**src/rtl/i2s_stereo_tx.sv**
```systemverilog
// Stereo I2S playback serializer with a single-entry hold register and underrun/overrun flags.
// Define I2S_TX_LEFT_JUSTIFIED_EN for left-justified framing (MSB at slot position 0).
module i2s_stereo_tx #(
  parameter int unsigned DATA_WIDTH = 24,
  parameter int unsigned SLOT_WIDTH = 32,
  parameter int unsigned SCLK_HALF  = 4
) (
  input  logic                  clk,
  input  logic                  rst,
  input  logic [DATA_WIDTH-1:0] data_l,
  input  logic [DATA_WIDTH-1:0] data_r,
  input  logic                  new_packet,
  output logic                  sclk,
  output logic                  lrck,
  output logic                  sdout,
  output logic                  frame_start,
  output logic                  underrun,
  output logic                  overrun
);

  localparam int unsigned FRAME_BITS = 2 * SLOT_WIDTH;
  localparam int unsigned CNT_W      = $clog2(FRAME_BITS);
  localparam int unsigned DIV_W      = (SCLK_HALF > 1) ? $clog2(SCLK_HALF) : 1;

  logic [DIV_W-1:0]      div_cnt;
  logic [CNT_W-1:0]      bit_cnt;
  logic [DATA_WIDTH-1:0] hold_l, hold_r, shift_l, shift_r, last_l, last_r;
  logic                  hold_valid;

  logic                  wrap, fall_tick, load, in_right, sdout_nx;
  logic [CNT_W-1:0]      next_bit, pos;
  logic [DATA_WIDTH-1:0] frame_l, frame_r, word, shifted;

  // Next serial bit is chosen from the pair that will own the frame after this tick,
  // so a boundary load and its first data bit can land on the same falling edge.
  always_comb begin
    wrap      = (div_cnt == DIV_W'(SCLK_HALF - 1));
    fall_tick = wrap && sclk;
    next_bit  = (bit_cnt == CNT_W'(FRAME_BITS - 1)) ? '0 : bit_cnt + CNT_W'(1);
    load      = fall_tick && (next_bit == '0);
    frame_l   = shift_l;
    frame_r   = shift_r;
    if (load) begin
      frame_l = hold_valid ? hold_l : last_l;
      frame_r = hold_valid ? hold_r : last_r;
    end
    in_right = (next_bit >= CNT_W'(SLOT_WIDTH));
    pos      = in_right ? next_bit - CNT_W'(SLOT_WIDTH) : next_bit;
    word     = in_right ? frame_r : frame_l;
`ifdef I2S_TX_LEFT_JUSTIFIED_EN
    shifted  = word << pos;
    sdout_nx = (pos < CNT_W'(DATA_WIDTH)) && shifted[DATA_WIDTH-1];
`else
    shifted  = word << (pos - CNT_W'(1));
    sdout_nx = (pos != '0) && (pos <= CNT_W'(DATA_WIDTH)) && shifted[DATA_WIDTH-1];
`endif
  end

  always_ff @(posedge clk) begin
    if (rst) begin
      sclk        <= 1'b0;
      lrck        <= 1'b0;
      sdout       <= 1'b0;
      frame_start <= 1'b0;
      underrun    <= 1'b0;
      overrun     <= 1'b0;
      div_cnt     <= '0;
      bit_cnt     <= CNT_W'(FRAME_BITS - 1);
      hold_l      <= '0;
      hold_r      <= '0;
      hold_valid  <= 1'b0;
      shift_l     <= '0;
      shift_r     <= '0;
      last_l      <= '0;
      last_r      <= '0;
    end else begin
      frame_start <= 1'b0;
      underrun    <= 1'b0;
      overrun     <= 1'b0;
      div_cnt     <= wrap ? '0 : div_cnt + DIV_W'(1);
      if (wrap) sclk <= ~sclk;
      if (fall_tick) begin
        bit_cnt <= next_bit;
        lrck    <= in_right;
        sdout   <= sdout_nx;
      end
      if (load) begin
        shift_l     <= frame_l;
        shift_r     <= frame_r;
        frame_start <= 1'b1;
        if (hold_valid) begin
          last_l <= hold_l;
          last_r <= hold_r;
        end else begin
          underrun <= 1'b1;
        end
      end
      // A capture on the boundary refills the entry the load just drained, so no overrun.
      if (new_packet) begin
        hold_l     <= data_l;
        hold_r     <= data_r;
        hold_valid <= 1'b1;
        if (hold_valid && !load) overrun <= 1'b1;
      end else if (load) begin
        hold_valid <= 1'b0;
      end
    end
  end

endmodule

```
**config.mk**
```make
export PLATFORM = sky130hd
export DESIGN_NAME = i2s_stereo_tx
export DESIGN_NICKNAME = d
export VERILOG_FILES = /design/src/rtl/i2s_stereo_tx.sv
export SDC_FILE = /design/constraint.sdc
export NUM_CORES = 1
export LEC_CHECK = 0
export CORE_ASPECT_RATIO = 0.8
export CORE_MARGIN = 2
export CORE_UTILIZATION = 50
export DETAILED_ROUTE_END_ITERATION = 7
export PLACE_DENSITY = 0.77
export SYNTH_ARGS = -nofsm -noshare
export SYNTH_HDL_FRONTEND = slang
export SYNTH_SLANG_ARGS = --single-unit
```
**constraint.sdc**
```tcl
create_clock -name clk -period 3.6 [get_ports clk]
set_input_delay 0.54 -clock clk [delete_from_list [all_inputs] [get_ports clk]]
set_output_delay 0.54 -clock clk [all_outputs]
set_load 0.02 [all_outputs]
```
==> results.json <==
{
  "cp_cell_sequence": "ha_1 > xnor2_2 > o311ai_4 > a211oi_4 > buf_12 > mux2_1 > a221oi_1 > o32ai_1 > a221oi_2 > o21ai_1",
  "track_usage": 0.220,
  "fin_tns_setup_ns": 0,
  "area_delta_synth_final_pct": 17.3,
  "cts_resized": 0,
  "power.density_nw_per_um2": 444,
  "drv_slew": 0,
  "synth_most_common_cell": "dfxtp_1",
  "hold_buffers": 0,
  "cts.sinks": 159,
  "grt_start_max_net_pins": 79,
  "cp-start-kind": "flip-flop",
  "ios": 57,
  "die_w_microns": 139,
  "cts_buffer_depth": 2,
  "ir_drop_mv": 0.351,
  "ant_nets": 0,
  "design_power_total_uw": 3780,
  "finClkSkew_ns": 0.00981,
  "slew_headroom": 0.464,
  "htreeDepth": 4,
  "synthSimpleGateAreaFrac": 0.176,
  "ys_ff_latch": 159,
  "grt_pass1_wl_microns": 27900,
  "critical-path-top-delay-family": "compound AO/OA/AOI/OAI gates",
  "critical_path_arrival_ns": 3.41,
  "nNetsFinal": 897,
  "yosys-top-cells-area": "dfxtp_1 (44%), mux2i_1 (12%), nand2_1 (6.4%), nor2_1 (5.1%), a21oi_1 (4.5%)",
  "num_vias": 5812,
  "finalSetupViolCount": 0,
  "dr.pass1.iters": 5,
  "layout_min_cycle_time_ns": 3.11,
  "drc": 0,
  "grt.overflow.total": 0,
  "fin_crit_sh": 0.865,
  "yosys_warnings": 0,
  "worst_pin_slew_ns": 0.804,
  "leakage_uw": 0.00323,
  "routed_wl_microns": 16700,
  "synthArstFlopShare": 0,
  "die_h_microns": 112,
  "path_clk_slew_ns": 0.06,
  "cp_slowest_cell": "dfxtp_1",
  "syn_nets": 858,
  "ys_seq_area_frac": 0.439,
  "routedWlPerCell_microns": 16.1,
  "ys_types": 73,
  "synth_top_area_frac": 0.439,
  "worst_ep_required_time_ns": 3.90,
  "status": "completed",
  "start_util": 0.509,
  "hold_class": "flip-flop to flip-flop",
  "place.gp.congestion": 0.894,
  "synth_edf_count": 0,
  "fmax_mhz": 321,
  "core_sq_um": 14200,
  "hpwl_microns": 11400,
  "diodes": 0,
  "synth_compound_area_frac": 0.156,
  "path_class": "flip-flop to flip-flop",
  "first_global_vias": 5386,
  "port_buffers": 56,
  "synth_common_cells": "dfxtp_1 (159), nand2_1 (124), nor2_1 (98), mux2i_1 (87), a21oi_1 (65)",
  "worstPathMaxFanout": 35,
  "synth_top_family_by_area": "simple AND/OR/NAND/NOR gates",
  "hold_violations": 0,
  "antenna_found_initial": 0,
  "cts_buffers": 17,
  "synth_top_flop_cell": "dfxtp_1",
  "synth.mux.area_fraction": 0.161,
  "cts_tree": "built",
  "clk-insertion-delay-late_ns": 0.42,
  "crit_buf_inv": 1,
  "endpoint_kind": "flip-flop",
  "rows": 39,
  "cts_setup_buffers": 0,
  "slowest_delay_ns": 0.46,
  "cts-root-buf": "clkbuf_16",
  "n_fill_cell": 1246,
  "synthAdderAreaFrac": 0.00518,
  "syn_inst": 804,
  "layout-drive-gt1-share": 0.115,
  "synth_area_sq_um": 7250,
  "synth_xor_area_frac": 0.0143,
  "fp.dieArea_sq_um": 15500,
  "drtIter0Drc": 363,
  "rsz0062_at_grt": "false",
  "yosys.area.top_type": "dfxtp_1",
  "viasPerCell": 5.60,
  "syn_area_per_cell_sq_um": 9.02,
  "cap_violations": 0
}
==> sequential cells by signal, indices dropped and copies added (netlist names), 2 cells and up <==
name and count:
shift_r 24, last_l 24, last_r 24, hold_r 24
bit_cnt 6, hold_l 24, div_cnt 2, shift_l 24
==> cells in the final DEF (no fill, tap or decap), drive strengths merged, types with 3 or more instances in the layout <==
cell type | Yosys | routed
clkbuf | 35 | 20
nand4 | 4 | 4
a21oi | 65 | 65
and3 | 12 | 12
dfxtp | 159 | 159
o21ai | 11 | 11
nand2b | 7 | 7
mux2i | 88 | 88
ha | 3 | 3
nor2b | 3 | 3
a21o | 5 | 5
clkinv | 0 | 5
buf | 30 | 31
and2 | 10 | 10
o32ai | 3 | 3
o2111ai | 3 | 3
o211ai | 7 | 7
nor3 | 8 | 8
xnor2 | 8 | 8
clkinvlp | 0 | 3
a2111oi | 7 | 7
nor2 | 99 | 99
clkdlybuf4s50 | 0 | 54
nand3 | 9 | 9
nand2 | 124 | 124
inv | 8 | 8
a31oi | 3 | 3
a221oi | 5 | 5
mux2 | 23 | 23
a211oi | 28 | 28
==> per-stage QoR <==
stage / instances / instance area, sq um / util / hold WS, ns / setup WS (ns)
after floorplan: 804 / 7250 / - / 0.404 / 0.838
after global placement: 1008 / 7950 / 0.558 / 0.414 / 0.643
after detailed placement: 1008 / 7950 / 0.558 / 0.421 / 0.535
after CTS: 1037 / 8510 / 0.597 / 0.438 / 0.530
after global routing: 1037 / 8510 / 0.597 / 0.472 / 0.346
final: 1037 / 8510 / 0.597 / 0.443 / 0.488
==> worst paths after layout <==
kind | depth (start not counted) | to | slack [ns] | startpoint
max | 10 | sdout | 0.49 | bit_cnt[1]
max reg2reg | 10 | sdout | 0.49 | bit_cnt[1]
min reg2reg | 1 | div_cnt[0] | 0.44 | div_cnt[0]
min | 1 | div_cnt[0] | 0.44 | div_cnt[0]
==> final cells by class <==
class	instances	area, sq um	share of cell area
Clock buffer	20	467	0.0549
Clock inverter	9	88.8	0.0104
Inverter	8	30.0	0.00353
Multi-Input combinational cell	572	3720	0.438
Sequential cell	159	3180	0.374
Tap cell	184	230	0.0271
Timing Repair Buffer	85	783	0.0921
==> kinds of logic after synthesis <==
kind of cell | count (synthesis)
compound gates | 161
fa+ha+maj | 3
xor+xnor | 8
simple gates | 288
mux | 112
buf+inv | 73
flops | 159
==> metal layers <==
layer,wire length (microns),vias up,GRT usage
met1,8310,2705,0.327
li1,-,2909,-
met3,1020,21,0.0439
met2,7130,177,0.320
met5,0,-,0
met4,275,0,0.0747
==> power by group <==
group	internal (uW)	total [uW]	leakage (uW)	switching [uW]
combinational	133	259	0.00167	125
sequential	1800	1840	0.00129	38.3
clock	994	1680	0.000266	685
Note: power is estimated with default switching activity, not from simulation.
